## config.mk

```make
export PLATFORM = sky130hd
export DESIGN_NAME = cardinal_output_arbiter
export DESIGN_NICKNAME = d
export VERILOG_FILES = /design/src/rtl/cardinal_output_arbiter.sv
export SDC_FILE = /design/constraint.sdc
export NUM_CORES = 1
export LEC_CHECK = 0
export CORE_MARGIN = 2
export CORE_UTILIZATION = 25
export DETAILED_ROUTE_END_ITERATION = 8
export GPL_TIMING_DRIVEN = 0
export PLACE_DENSITY = 0.61
export SYNTH_ARGS = -nofsm -noshare
export SYNTH_HDL_FRONTEND = slang
export SYNTH_SLANG_ARGS = --single-unit
```

## constraint.sdc

```tcl
create_clock -name clk -period 4.6 [get_ports clk]
set_clock_uncertainty 0.1 [all_clocks]
set_input_delay 1.38 -clock clk [delete_from_list [all_inputs] [get_ports clk]]
set_output_delay 1.38 -clock clk [all_outputs]
set_load 0.05 [all_outputs]
```

## src/rtl/cardinal_output_arbiter.sv

```systemverilog
// Output-channel controller for one cardinal ring router port.
// Two virtual channels (even/odd) each hold one packet. The router-wide
// polarity bit picks which VC may accept a new packet (fill) and which VC
// may put its packet on the link (drain). A VC is never filled and drained
// in the same cycle. Two requesters (A, B) share each VC, and a per-VC
// round-robin pointer breaks ties between them.
module cardinal_output_arbiter #(
    parameter int DATA_WIDTH = 64
) (
    input  logic                  clk,
    input  logic                  rst,
    input  logic                  polarity,
    input  logic                  req_a_even,
    input  logic                  req_a_odd,
    input  logic                  req_b_even,
    input  logic                  req_b_odd,
    input  logic [DATA_WIDTH-1:0] data_a_even,
    input  logic [DATA_WIDTH-1:0] data_a_odd,
    input  logic [DATA_WIDTH-1:0] data_b_even,
    input  logic [DATA_WIDTH-1:0] data_b_odd,
    output logic                  gnt_a_even,
    output logic                  gnt_a_odd,
    output logic                  gnt_b_even,
    output logic                  gnt_b_odd,
    output logic                  so,
    input  logic                  ro,
    output logic [DATA_WIDTH-1:0] dout
);

    // VC index 0 is even, index 1 is odd.
    logic [1:0]                  req_a;
    logic [1:0]                  req_b;
    logic [1:0][DATA_WIDTH-1:0]  data_a;
    logic [1:0][DATA_WIDTH-1:0]  data_b;

    assign req_a  = {req_a_odd, req_a_even};
    assign req_b  = {req_b_odd, req_b_even};
    assign data_a = {data_a_odd, data_a_even};
    assign data_b = {data_b_odd, data_b_even};

    // polarity=0 drains even and fills odd; polarity=1 the reverse.
    logic drain_vc;
    logic fill_vc;

    assign drain_vc = polarity;
    assign fill_vc  = ~polarity;

    // Per-VC results collected from the generate loop.
    logic [1:0]                  grant_a;
    logic [1:0]                  grant_b;
    logic [1:0]                  drain_fire;
    logic [1:0]                  full_vc;
    logic [1:0][DATA_WIDTH-1:0]  slot_vc;

    generate
        for (genvar gi = 0; gi < 2; gi++) begin : g_vc
            logic                  full_reg;
            logic                  ptr_reg;
            logic [DATA_WIDTH-1:0] buf_reg;
            logic                  fill_open;
            logic                  grant_any;

            // This VC may accept a packet only in its fill phase, while empty
            // and out of reset.
            assign fill_open = !rst && (fill_vc == 1'(gi)) && !full_reg;

            // A lone requester always wins; on contention the pointer decides
            // (ptr=0 favours A, ptr=1 favours B).
            assign grant_a[gi] = fill_open && req_a[gi] && (!req_b[gi] || !ptr_reg);
            assign grant_b[gi] = fill_open && req_b[gi] && (!req_a[gi] ||  ptr_reg);
            assign grant_any   = grant_a[gi] || grant_b[gi];

            // The drain-phase VC sends when it holds a packet and the link is ready.
            assign drain_fire[gi] = (drain_vc == 1'(gi)) && full_reg && ro;

            assign full_vc[gi] = full_reg;
            assign slot_vc[gi] = buf_reg;

            // Occupancy and round-robin pointer; the pointer moves to the loser
            // on every grant, contended or not.
            always_ff @(posedge clk) begin
                if (rst) begin
                    full_reg <= 1'b0;
                    ptr_reg  <= 1'b0;
                end else if (grant_any) begin
                    full_reg <= 1'b1;
                    ptr_reg  <= grant_a[gi];
                end else if (drain_fire[gi]) begin
                    full_reg <= 1'b0;
                end
            end

            // Packet storage; contents are meaningless while full_reg is clear,
            // so the buffer itself needs no reset.
            always_ff @(posedge clk) begin
                if (grant_any) begin
                    buf_reg <= grant_a[gi] ? data_a[gi] : data_b[gi];
                end
            end
        end
    endgenerate

    // Registered link interface: strobe for one cycle per sent packet, data
    // holds its last value between sends.
    logic                  so_reg;
    logic [DATA_WIDTH-1:0] dout_reg;

    always_ff @(posedge clk) begin
        if (rst) begin
            so_reg   <= 1'b0;
            dout_reg <= '0;
        end else if (|drain_fire) begin
            so_reg   <= 1'b1;
            dout_reg <= slot_vc[drain_vc];
        end else begin
            so_reg   <= 1'b0;
        end
    end

    assign so   = so_reg;
    assign dout = dout_reg;

    assign gnt_a_even = grant_a[0];
    assign gnt_a_odd  = grant_a[1];
    assign gnt_b_even = grant_b[0];
    assign gnt_b_odd  = grant_b[1];

endmodule

```

==> flow_metrics.env <==
export IMPL_outcome="finished, final reports clean"
export IMPL_drt_pass1_iter_count=4
export IMPL_routed_wirelength_mm=26.53
export IMPL_routed_via_density=4.378
export IMPL_avgRoutedWirePerCell_um=18.82
export IMPL_insertion_delay_ps=430
export IMPL_yosys_register_bits=197
export IMPL_tns_ps=0
export IMPL_syn_nets=862
export IMPL_core_area_um2=33700
export IMPL_synthXorXnorAreaFrac=0
export IMPL_tightest_slew_ps=799.7
export IMPL_synth_seq_area_share=0.6083
export IMPL_ir_drop_mv=0.2282
export IMPL_placedCellCount=1378
export IMPL_postRouteAntennaNets=0
export IMPL_synth_top_family_by_area="multiplexers"
export IMPL_min_path_cells=2
export IMPL_synthAdderAreaFrac=0
export IMPL_cap_viol_max_count=0
export IMPL_final_nets=1213
export IMPL_worstHoldStart="g_vc[0].ptr_reg"
export IMPL_htreeDepth=4
export IMPL_dr_first_iter_drc_count=218
export IMPL_slew_viol_final=0
export IMPL_synth_compound_area_frac=0.09847
export IMPL_critPathLaunchType="input port"
export IMPL_cts_made_buffers=17
export IMPL_yosys_warnings=0
export IMPL_relSlewSlack=0.4669
export IMPL_final_seq_area_um2=5225
export IMPL_grt_setup_unrepaired="false"
export IMPL_clockBufferDepth=2
export IMPL_syn_avg_cell_area_um2=14.36
export IMPL_fin_cells=1410
export IMPL_post_dp_hpwl_mm=19.45
export IMPL_grt_overflow=0
export IMPL_grt_pass1_wl_mm=38.74
export IMPL_cp_arrival_ps=3010
export IMPL_synth_simple_area_share=0.01107
export IMPL_rrSetupSlack_ps=2310
export IMPL_finalSetupViolations=0
export IMPL_fillers=3234
export IMPL_drive_gt1_frac=0.1674
export IMPL_hold_slack_ps=376.9
export IMPL_crit_path_end_kind="output pin"
export IMPL_initial_utilization=0.2549
export IMPL_netlist_area_um2=8589
export IMPL_vias=6173
export IMPL_io_buffers=330
export IMPL_setup_slack_ps=107.0
export IMPL_routabilityCongestion=0.6999
export IMPL_reg2regPathDepth=6
export IMPL_grt_max_degree=44
export IMPL_cts_tree="built"
export IMPL_die_x_um=189.4
export IMPL_largest_reg_flops=128
export IMPL_finalCritPeriodShare=0.9767
export IMPL_timing_fmax_mhz=222.6
export IMPL_synthMuxAreaShare=0.2441
export IMPL_cts_root_buf="clkbuf_16"
export IMPL_area_delta_synth_final_pct=52.73
export IMPL_period_minus_slack_ps=4493
export IMPL_io_pins=333
export IMPL_synthDistinctLibCells=25
export IMPL_crit_required_ps=3120
export IMPL_p_total_mw=4.311
export IMPL_r2r_start="g_vc[1].full_reg"
export IMPL_die_area_um2=35860
export IMPL_postCtsSetupRepairBufs=0
export IMPL_grt_pass1_vias=6574
export IMPL_power_density_nw_per_um2=328.6
export IMPL_antenna_cells=0
export IMPL_grt_use_total=0.1456
export IMPL_antenna_found_initial=0
export IMPL_num_rows=67
export IMPL_die_y_um=189.4
export IMPL_place_ws_ps=-537.4
export IMPL_drc=0
export IMPL_syn_instance_count=598
export IMPL_clk_pin_slew_ps=80
export IMPL_holdCritPathClass="reg -> reg"
export IMPL_finalHoldViolCount=0
export IMPL_worstReg2RegEnd="g_vc[1].buf_reg[29]"
export IMPL_multi_input_area_um2=3053
export IMPL_hold_end="g_vc[0].ptr_reg"
export IMPL_p_leak_nw=4.613
export IMPL_path_class="in -> out"
export IMPL_crit_fanout=6
export IMPL_cts_sinks=197
stage by stage:
step             util  cell area [um^2]
2_1_floorplan       -              8589
3_3_place_gp   0.3695             12450
3_5_place_dp   0.3716             12520
4_1_cts        0.3890             13110
5_1_grt        0.3893             13120
6_report       0.3893             13120
layout make-up:
type | instances | share of cell area
Sequential cell | 197 | 0.3983
Timing Repair Buffer | 332 | 0.2562
Multi-Input combinational cell | 345 | 0.2327
Tap cell | 448 | 0.04273
Clock buffer | 18 | 0.03348
Buffer | 51 | 0.02451
Clock inverter | 14 | 0.01068
Inverter | 5 | 0.001431
worst max-delay path by stage:
stage	from	end	slack, ps
floorplan	polarity	g_vc[1].buf_reg[0]	530
global placement	req_b_odd	g_vc[1].buf_reg[33]	-1470
detailed placement	req_b_odd	gnt_a_odd	-540
CTS	req_b_odd	gnt_a_odd	10
global route	req_b_odd	gnt_a_odd	10
finish	rst	gnt_b_even	110
worst max-delay path, cell delays in order:
cell	delay, ps
clkbuf_1	220
nor3b_2	310
and3_1	230
clkdlybuf4s50_1	860
timing repair:
item                                    CTS  global route
hold buffers                              0             0
pin swaps                                 0             0
gates resized for setup                   7             3
endpoints found under the setup margin    2             2
gates cloned                              0             0
cells by family after synthesis:
family / Yosys count
buf+inv: 56
compound gates: 135
flops: 197
mux: 193
simple gates: 17
synthesized netlist by cell type:
cell	instances	area, um^2
a2bb2oi_1	1	8.760
dfxtp_1	69	1381
and2_1	1	6.260
o21a_1	1	7.510
nor3b_2	1	12.51
nor2_1	2	7.510
a21oi_1	65	325.3
nor3_2	1	10.01
nand2b_1	2	12.51
clkbuf_1	20	75.07
nand3_1	3	15.01
edfxtp_1	128	3844
inv_1	5	18.77
a211oi_1	64	480.5
buf_6	10	112.6
a31o_2	1	8.760
o21ai_0	3	15.01
mux2i_1	64	640.6
and3_1	2	12.51
nand2_1	5	18.77
mux2_4	1	15.01
mux2_2	90	1013
buf_2	15	75.07
mux2_1	38	427.9
buf_4	6	45.04
power by group:
part / switching, mW / internal [mW]
Combinational: 0.390 / 0.406
Sequential: 0.0337 / 1.99
Clock: 0.754 / 0.740
Total: 1.18 / 3.13
cells in the final DEF (no fill, tap or decap), drive strengths merged:
cell type / Yosys / layout
inv: 5 / 14
clkdlybuf4s15: 0 / 2
o21a: 1 / 1
nor3b: 1 / 1
a211oi: 64 / 64
mux2i: 64 / 64
nand3: 3 / 3
a31o: 1 / 1
mux2: 129 / 129
dfxtp: 69 / 69
nor2: 2 / 2
clkbuf: 20 / 38
clkdlybuf4s50: 0 / 328
nor3: 1 / 1
nand2: 5 / 5
buf: 31 / 33
nand2b: 2 / 2
edfxtp: 128 / 128
and3: 2 / 2
a21oi: 65 / 65
and2: 1 / 1
a2bb2oi: 1 / 1
clkinv: 0 / 5
o21ai: 3 / 3
metal layers:
| metal | vias up | track usage | share of wire |
|---|---|---|---|
| li1 | 3007 | - | - |
| met1 | 2933 | 0.1698 | 0.42 |
| met2 | 220 | 0.2595 | 0.50 |
| met3 | 13 | 0.04801 | 0.069 |
| met4 | 0 | 0.03160 | 0.0096 |
| met5 | - | 0 | 0 |
(Power assumes the default switching activity.)
